[config.mk]
export PLATFORM = sky130hd
export DESIGN_NAME = fifo_rd_ctrl
export DESIGN_NICKNAME = d
export VERILOG_FILES = /design/src/rtl/fifo_rd_ctrl.sv
export SDC_FILE = /design/constraint.sdc
export NUM_CORES = 1
export LEC_CHECK = 0
export ABC_CLOCK_PERIOD_IN_PS = 4600
export CORE_UTILIZATION = 28
export DETAILED_ROUTE_END_ITERATION = 7
export PLACE_DENSITY = 0.56
export REMOVE_ABC_BUFFERS = 1
export SYNTH_ARGS = -nofsm -noshare
export SYNTH_HDL_FRONTEND = slang
export SYNTH_SLANG_ARGS = --single-unit
[constraint.sdc]
create_clock -name rd_clk -period 4.6 [get_ports rd_clk]
set_input_delay 0.92 -clock rd_clk [delete_from_list [all_inputs] [get_ports rd_clk]]
set_output_delay 0.92 -clock rd_clk [all_outputs]
set_load 0.005 [all_outputs]
[src/rtl/fifo_rd_ctrl.sv]
// Read-side pointer and flag controller for an asynchronous FIFO, clocked by rd_clk.
// Tracks the binary/Gray read pointer and derives empty, almost-empty, fill level and underflow.
module fifo_rd_ctrl #(
    parameter int ADDR_WIDTH       = 6,
    parameter int ALMOST_EMPTY_THR = 4
) (
    input  logic                  rd_clk,
    input  logic                  rd_rst_n,
    input  logic                  rd_en,
    input  logic                  rd_underflow_clr,
    input  logic [ADDR_WIDTH:0]   wr_ptr_sync,
    output logic                  rd_fire,
    output logic [ADDR_WIDTH-1:0] rd_addr,
    output logic [ADDR_WIDTH:0]   rd_ptr,
    output logic                  rd_empty,
    output logic                  rd_almost_empty,
    output logic [ADDR_WIDTH:0]   rd_level,
    output logic                  rd_underflow
);

    localparam int PW = ADDR_WIDTH + 1;
    localparam logic [PW-1:0] THR_P = PW'(ALMOST_EMPTY_THR);

    logic [PW-1:0] rd_bin_q, rd_bin_d;
    logic [PW-1:0] rd_gray_q, rd_gray_d;
    logic [PW-1:0] rd_level_q, rd_level_d;
    logic          rd_empty_q, rd_empty_d;
    logic          rd_almost_empty_q, rd_almost_empty_d;
    logic          rd_underflow_q, rd_underflow_d;
    logic [PW-1:0] wr_bin_sync;

    // Each binary bit is the XOR of all Gray bits at or above it.
    genvar gi;
    generate
        for (gi = 0; gi < PW; gi++) begin : g_gray2bin
            assign wr_bin_sync[gi] = ^(wr_ptr_sync >> gi);
        end
    endgenerate

    assign rd_fire = rd_en & ~rd_empty_q;

    always_comb begin
        rd_bin_d          = rd_bin_q + PW'(rd_fire);
        rd_gray_d         = rd_bin_d ^ (rd_bin_d >> 1);
        rd_level_d        = wr_bin_sync - rd_bin_d;
        rd_empty_d        = (rd_gray_d == wr_ptr_sync);
        rd_almost_empty_d = (rd_level_d <= THR_P);
        rd_underflow_d    = (rd_en & rd_empty_q) | (rd_underflow_q & ~rd_underflow_clr);
    end

    always_ff @(posedge rd_clk or negedge rd_rst_n) begin
        if (!rd_rst_n) begin
            rd_bin_q          <= '0;
            rd_gray_q         <= '0;
            rd_level_q        <= '0;
            rd_empty_q        <= 1'b1;
            rd_almost_empty_q <= 1'b1;
            rd_underflow_q    <= 1'b0;
        end else begin
            rd_bin_q          <= rd_bin_d;
            rd_gray_q         <= rd_gray_d;
            rd_level_q        <= rd_level_d;
            rd_empty_q        <= rd_empty_d;
            rd_almost_empty_q <= rd_almost_empty_d;
            rd_underflow_q    <= rd_underflow_d;
        end
    end

    assign rd_addr         = rd_bin_q[ADDR_WIDTH-1:0];
    assign rd_ptr          = rd_gray_q;
    assign rd_empty        = rd_empty_q;
    assign rd_almost_empty = rd_almost_empty_q;
    assign rd_level        = rd_level_q;
    assign rd_underflow    = rd_underflow_q;

endmodule
### Yosys cells after proc, flatten, opt, wreduce, memory -nomap -nowiden

Index checks and enable logic that the tools add are counted.

* bits in writable memories: 0
* bits in latches: 0
* memories: 0
* word-level logic and storage cells: 24
* ROM bits: 0
* flip-flop bits (word level): 24
* input bits: 11

* reduce and logical (&&, ||, !) cells: 7
* $mul: 0
* equality and inequality tests: 1
* mux-type cells: 0
* magnitude comparators: 1
* shifts and indexed selects: 0
* add/sub/neg operators: 2
* divide/modulo/power cells: 0
* bitwise logic cells: 7

Operators with widths (number)
* XOR reduction 7 bit: 7
* adder 7 x 1 -> 7 bit: 1
* == test 7 bit: 1
* <= comparator 7 x 3 -> 1 bit, second input constant: 1
* subtractor 7 bit: 1
* bitwise XOR 7 x 6 -> 7 bit: 1
* bitwise AND 1 bit: 3
* inverter 1 bit: 2
* OR 1 bit: 1

### Longest topological paths before layout

Gate-level depths: netlist of the first run.

* depth after elaboration: 5
* gate-level depth with buffers: 14
* gate-level depth less buffers: 14

### Worst setup path before layout of the first run

OpenSTA, ideal clock, no wires.

* path kind: in2reg
* from: input wr_ptr_sync[4]
* to: register rd_almost_empty_q (netlist: rd_almost_empty)
* data required time: 4.510 ns
* setup slack: 0.677 ns
* data arrival time: 3.833 ns
* buffers on the path: 0
* library setup time: 0.090 ns
* stages on the path: 14
* path through: xor3_2 -> xnor2_2 -> xnor2_2 -> xor2_2 -> xnor2_1 -> ha_1 -> inv_1 -> fa_1 -> a21o_4 -> a2bb2oi_1 -> a21oi_2 -> o221ai_2 -> xor2_1 -> nor4_2

* cells in the longest elaborated chain, start to end: 3
* elaborated cells on any way between the ends: 7
* classes of those cells: add/sub: 1; order compare: 1; reduce/logical: 5

Ends and longest elaborated chain
* from (decl): RTL line 11 `input logic [ADDR_WIDTH:0] wr_ptr_sync,`
* XOR reduction 7 bit: RTL line 36 `assign wr_bin_sync[gi] = ^(wr_ptr_sync >> gi);`
* subtractor 7 bit (*): RTL line 45 `rd_level_d = wr_bin_sync - rd_bin_d;`
* named net rd_level_d[6]: RTL line 26 `logic [PW-1:0] rd_level_q, rd_level_d;`
* <= comparator 7 x 3 -> 1 bit (*): RTL line 47 `rd_almost_empty_d = (rd_level_d <= THR_P);`
* named net rd_almost_empty_d: RTL line 28 `logic rd_almost_empty_q, rd_almost_empty_d;`
* to (signal assigned): RTL line 64 `rd_almost_empty_q <= rd_almost_empty_d;`
* to (decl): RTL line 28

Mark *: on every way through the listed nets, which the timed path passes. The rest lies on a longest branch.

### Worst setup path after layout of the first run

Ends and elaborated chain as after synthesis.

==> results_dict.tcl, run 1 <==
set metrics [dict create \
    status "complete, no violations" \
    drive_above_1_share_pct 15.9 \
    grt_pass1_vias 1000 \
    htree_levels 1 \
    finalSetupViolCount 0 \
    utilization_pct 40.1 \
    skew_ns 0.00149 \
    ant_nets 0 \
    power_density_mw_per_mm2 768 \
    fin_ws_ns 0.349 \
    final-max-slew-violation-count 0 \
    cts.sinks 23 \
    synth-edff-count 0 \
    rsz0062_at_grt "no" \
    path_clk_slew_ns 0.07 \
    synth_seq_cells 23 \
    place_area_mm2 0.00172 \
    io_buffers 34 \
    insertedDiodeCount 0 \
    p_leak_uw 0.000747 \
    worstHoldPathType "register to register" \
    initial_core_util_pct 29.7 \
    die_w_um 70.4 \
    tightest_slew_ns 0.994 \
    grt_first_pass_wirelength_mm 4.62 \
    whs_ns 0.542 \
    row_count 24 \
    muxShareOfSynthArea_pct 0.763 \
    antenna_found_initial 0 \
    cts_resized 0 \
    finalCritPeriodShare_pct 92.4 \
    synth_compound_area_share_pct 8.78 \
    cts_buffer_depth 2 \
    synth.distinct_cells 38 \
    area_growth_pct 34.9 \
    wl_per_cell_um 12.8 \
    vias_per_cell 4.39 \
    fin_area_mm2 0.00177 \
    worstSetupStartpointType "primary input" \
    place_hpwl_mm 2.22 \
    met3_length_um 86 \
    die_area_mm2 0.00496 \
    r2r_cells 11 \
    drtIter0Drc 27 \
    num_vias 891 \
    die_y_um 70.4 \
    hold_viol 0 \
    worst-path-max-fanout 3 \
    track_usage_pct 11.7 \
    wl_met2_mm 1.35 \
    core_area_mm2 0.00441 \
    drtPass1Iterations 3 \
    period_minus_slack_ns 4.25 \
    ys_warn_count 0 \
    ir_drop_mv 0.182 \
    hold_depth 2 \
    worst-r2r-setup-slack_ns 1.58 \
    cp_data_required_time_ns 4.77 \
    synth_top_family_by_area "XOR/XNOR gates" \
    synth_top_flop_cell "dfrtp_1" \
    async_flop_share_pct 100 \
    place.gp.congestion 0.777 \
    cts-buffers-inserted 3 \
    grt_max_degree 24 \
    synth-xor-area-share_pct 24.7 \
    syn_avg_cell_area_um2 11.8 \
    finalSetupTns_ns 0 \
    synth-simple-area-share_pct 9.54 \
    top_layer_used "met4" \
    pre_cts_ws_ns 0.0536 \
    clock_latency_ns 0.25 \
    critPathKind "primary input to register" \
    finalWirelength_mm 2.59 \
    post_cts_buffers 0 \
    critPathArrivalTime_ns 4.42 \
    maxCapViolCount 0 \
    ctsHoldBuffers 0 \
    netlist_area_mm2 0.00131 \
    netlist_instances 111 \
    ios 35 \
    root_buffer "clkbuf_8" \
    overflow 0 \
    wl_met1_mm 1.13 \
    ys_seq_area_share_pct 44.1 \
    tritoncts "done" \
    remaining_drc_errors 0 \
    fmax_mhz 235 \
    synth_adder_area_share_pct 8.11 \
    timing.slew.headroom_pct 33.5 \
    endpoint_kind "register" \
    final_nets 170 \
]
critical path: stages:
cell	delay, ns
clkdlybuf4s50_1	0.49
xor3_2	0.48
xnor2_2	0.23
xnor2_2	0.17
xor2_2	0.18
xnor2_1	0.14
ha_1	0.19
inv_1	0.06
fa_1	0.42
a21o_4	0.22
a2bb2oi_1	0.13
a21oi_2	0.19
o221ai_2	0.13
xor2_1	0.17
nor4_2	0.28
per-stage QoR:
step | total power (uW) | instances
6_report | 1360 | 203
4_1_cts | 1390 | 203
3_3_place_gp | 1250 | 199
3_5_place_dp | 1260 | 199
5_1_grt | 1480 | 203
2_1_floorplan | 920 | 110
area by class of cell:
| type | count | area (um^2) |
|---|---|---|
| Tap cell | 52 | 65.1 |
| Clock buffer | 4 | 45.0 |
| Sequential cell | 23 | 578 |
| Timing Repair Buffer | 37 | 363 |
| Multi-Input combinational cell | 77 | 681 |
| Inverter | 10 | 37.5 |
| Fill cell | 432 | 2650 |
power by group:
| group | total (uW) | internal [uW] | leakage (uW) | switching, uW |
|---|---|---|---|---|
| logic | 885 | 453 | 0.000450 | 432 |
| registers | 356 | 304 | 0.000274 | 52.4 |
| clock network | 118 | 61.5 | 0.0000228 | 56.3 |
| total | 1360 | 818 | 0.000747 | 541 |
metal layers:
metal,track usage (%),vias up
li1,-,441
met1,14.6,426
met2,20.8,22
met3,0.722,2
met4,4.67,0
met5,0,-
cell families (layout without fill, tap and decap cells):
| group | Yosys count | count (layout) |
|---|---|---|
| AOI/OAI and AO/OA | 15 | 15 |
| buffers and inverters | 11 | 51 |
| and+or+nand+nor | 23 | 23 |
| muxes | 1 | 1 |
| DFF | 23 | 23 |
| xor gates and xnor gates | 30 | 30 |
| adders and majority gates | 8 | 8 |
synth_stat cells (all sizes together) (2+ instances only):
| library cell | count | area (um^2) |
|---|---|---|
| nor2 | 5 | 18.8 |
| dfrtp | 21 | 526 |
| ha | 6 | 75.1 |
| dfstp | 2 | 52.6 |
| nand3b | 2 | 15.0 |
| inv | 10 | 37.5 |
| nand3 | 3 | 20.0 |
| a21oi | 3 | 18.8 |
| xnor2 | 15 | 146 |
| o21ai | 3 | 15.0 |
| nand2 | 7 | 26.3 |
| xor2 | 14 | 153 |
| a21o | 2 | 22.5 |
sequential cells by signal, indices dropped and copies added (netlist names):
name	cells
rd_almost_empty	1
rd_bin_q	7
rd_empty	1
rd_level	7
rd_ptr	6
rd_underflow	1
final timing paths:
| kind | startpoint | endpoint |
|---|---|---|
| max | wr_ptr_sync[4] | rd_almost_empty |
| min | rd_empty | rd_underflow |
| max reg2reg | rd_empty | rd_almost_empty |
| min reg2reg | rd_empty | rd_underflow |
| max in group asynchronous | rd_rst_n | rd_bin_q[2] |
| min in group asynchronous | rd_rst_n | rd_bin_q[0] |
cells in the final DEF (no fill, tap or decap), types with 2 or more instances in the layout:
cell | synthesis | routed
clkdlybuf4s50_1 | 0 | 34
dfrtp_1 | 21 | 21
xnor2_1 | 13 | 13
xor2_1 | 10 | 10
inv_1 | 9 | 9
nand2_1 | 7 | 7
ha_1 | 6 | 6
nor2_1 | 5 | 5
xor2_2 | 4 | 4
clkbuf_8 | 0 | 3
buf_4 | 0 | 3
xnor2_2 | 2 | 2
nand3_1 | 2 | 2
a21oi_1 | 2 | 2
nand3b_1 | 2 | 2
o21ai_0 | 2 | 2
dfstp_2 | 2 | 2
Note: power is estimated with default switching activity, not from simulation.
==> inputs of run 2 (changes only) <==
--- a/config.mk
+++ b/config.mk
@@ -9,7 +9,6 @@
 export CORE_UTILIZATION = 28
 export DETAILED_ROUTE_END_ITERATION = 7
 export PLACE_DENSITY = 0.56
-export REMOVE_ABC_BUFFERS = 1
 export SYNTH_ARGS = -nofsm -noshare
 export SYNTH_HDL_FRONTEND = slang
 export SYNTH_SLANG_ARGS = --single-unit
==> results_dict.tcl, run 2 (synthesis gave the netlist of run 1 again) <==
set metrics [dict create \
    cts_buffer_depth 2 \
    place.gp.congestion 0.766 \
    worstHoldPathType "register to register" \
    finalSetupTns_ns 0 \
    root_buffer "clkbuf_8" \
    row_count 24 \
    initial_core_util_pct 29.7 \
    cp_common_cell "xnor2_2" \
    drive_above_1_share_pct 15.3 \
    cts.sinks 23 \
    antenna_found_initial 0 \
    grt_max_degree 24 \
    ir_drop_mv 0.224 \
    fillers 422 \
    die_y_um 70.4 \
    ios 35 \
    htree_levels 1 \
    overflow 0 \
    die_w_um 70.4 \
    area_growth_pct 34.4 \
    pre_cts_ws_ns 0.0611 \
    cp_data_required_time_ns 4.78 \
    core_area_mm2 0.00441 \
    maxCapViolCount 0 \
    rsz0062_at_grt "no" \
    period_minus_slack_ns 4.24 \
    cp_slowest_cell "clkdlybuf4s50_1" \
    layout_common_cells "clkdlybuf4s50_1 (34), dfrtp_1 (21), xnor2_1 (13)" \
    power.total_uw 1360 \
    skew_ns 0.00626 \
    grt_first_pass_wirelength_mm 4.48 \
    utilization_pct 39.9 \
    finalWirelength_mm 2.65 \
    crit_chain "clkdlybuf4s50_1 -> xor3_2 -> xnor2_2 -> xnor2_2 -> xor2_2 -> xnor2_1 -> ha_1 -> inv_1 -> fa_1 -> a21o_4 -> a2bb2oi_1 -> a21oi_2 -> o221ai_2 -> xor2_1 -> nor4_2" \
    ctsHoldBuffers 0 \
    endpoint_kind "register" \
    io_buffers 34 \
    r2r_cells 12 \
    grt_pass1_vias 969 \
    remaining_drc_errors 0 \
    final-max-slew-violation-count 0 \
    track_usage_pct 11.4 \
    tightest_slew_ns 1.00 \
    multiInputGateArea_um2 681 \
    seq_area_um2 578 \
    finalCritPeriodShare_pct 92.2 \
    power_density_mw_per_mm2 771 \
    hold_depth 2 \
    insertedDiodeCount 0 \
    die_area_mm2 0.00496 \
    hold_viol 0 \
    num_vias 901 \
    synth_nets 129 \
    cts_resized 0 \
    post_cts_buffers 0 \
    worst-path-max-fanout 3 \
    stdcell_count 202 \
    drtIter0Drc 38 \
    dp.cells 198 \
    clock_latency_ns 0.26 \
    drtPass1Iterations 4 \
    finalSetupViolCount 0 \
    cts-buffers-inserted 3 \
    vias_per_cell 4.46 \
    fmax_mhz 236 \
    mostFrequentLayoutCell "clkdlybuf4s50_1" \
    p_leak_uw 0.000743 \
    final_nets 169 \
    worstSetupStartpointType "primary input" \
    cpPeakStageDelay_ns 0.50 \
    status "complete, no violations" \
    place_hpwl_mm 2.17 \
    wl_per_cell_um 13.1 \
    critPathArrivalTime_ns 4.42 \
    path_clk_slew_ns 0.08 \
    tritoncts "done" \
    timing.slew.headroom_pct 32.8 \
    ant_nets 0 \
    critPathKind "primary input to register" \
    fin_ws_ns 0.357 \
]
-- run 2: cell types whose count changed in the layout (fill, tap and decap cells not counted) --
cell | before | now
buf_4 | 3 | 2
-- run 2: where the power goes --
group | switching, uW | internal (uW)
clock | 60.4 | 61.7
combinational | 436 | 443
sequential | 53.4 | 304
total | 550 | 809
-- run 2: per-stage QoR --
step,area [um^2],hold slack (ns)
finish,1760,0.551
global route,1760,0.629
CTS,1760,0.551
detailed placement,1720,0.540
global placement,1720,0.525
floorplan,1310,0.507
-- run 2: per-layer routing --
| layer | track usage (%) | share of wire (%) |
|---|---|---|
| met4 | 3.56 | 1.2 |
| met2 | 18.7 | 47 |
| met3 | 2.31 | 4.3 |
| met5 | 0 | 0 |
| met1 | 15.0 | 47 |
-- run 2: area by class of cell --
type | instances | share of cell area, %
sequential | 23 | 32.8
tap | 52 | 3.69
timing repair buffer | 36 | 20.2
clock buffer | 4 | 2.56
multi-input combinational | 77 | 38.6
inverter | 10 | 2.13
-- run 2: path summary, 6_finish.rpt --
| kind | startpoint | end | slack [ns] |
|---|---|---|---|
| worst max-delay path | wr_ptr_sync[4] | rd_almost_empty | 0.36 |
| worst min-delay path | rd_underflow | rd_underflow | 0.55 |
| worst max register to register | rd_empty | rd_almost_empty | 1.48 |
| worst min register to register | rd_underflow | rd_underflow | 0.55 |
| max in group asynchronous | rd_rst_n | rd_level[3] | 2.78 |
| min in group asynchronous | rd_rst_n | rd_bin_q[3] | 1.21 |
-- run 2: worst max-delay path: cells and delay by family --
family,cells,cell delay (ns)
xor gates and xnor gates,6,1.38
AOI/OAI and AO/OA,4,0.68
adders and majority gates,2,0.60
buffers and inverters,2,0.55
and+or+nand+nor,1,0.28
==> inputs of run 3 (changes only) <==
==> constraint.sdc (replaced) <==
create_clock -name rd_clk -period 4.6 [get_ports rd_clk]
set_input_delay 0.92 -clock rd_clk [delete_from_list [all_inputs] [get_ports rd_clk]]
set_output_delay 0.92 -clock rd_clk [all_outputs]
set_load 0.05 [all_outputs]
==> results of run 3 <==
Same layout as run 2 (identical final DEF). Status: complete, no violations.
Power of run 3 is not shown: default switching activity piles up to over one toggle a cycle in this logic, so the estimate is an artifact.
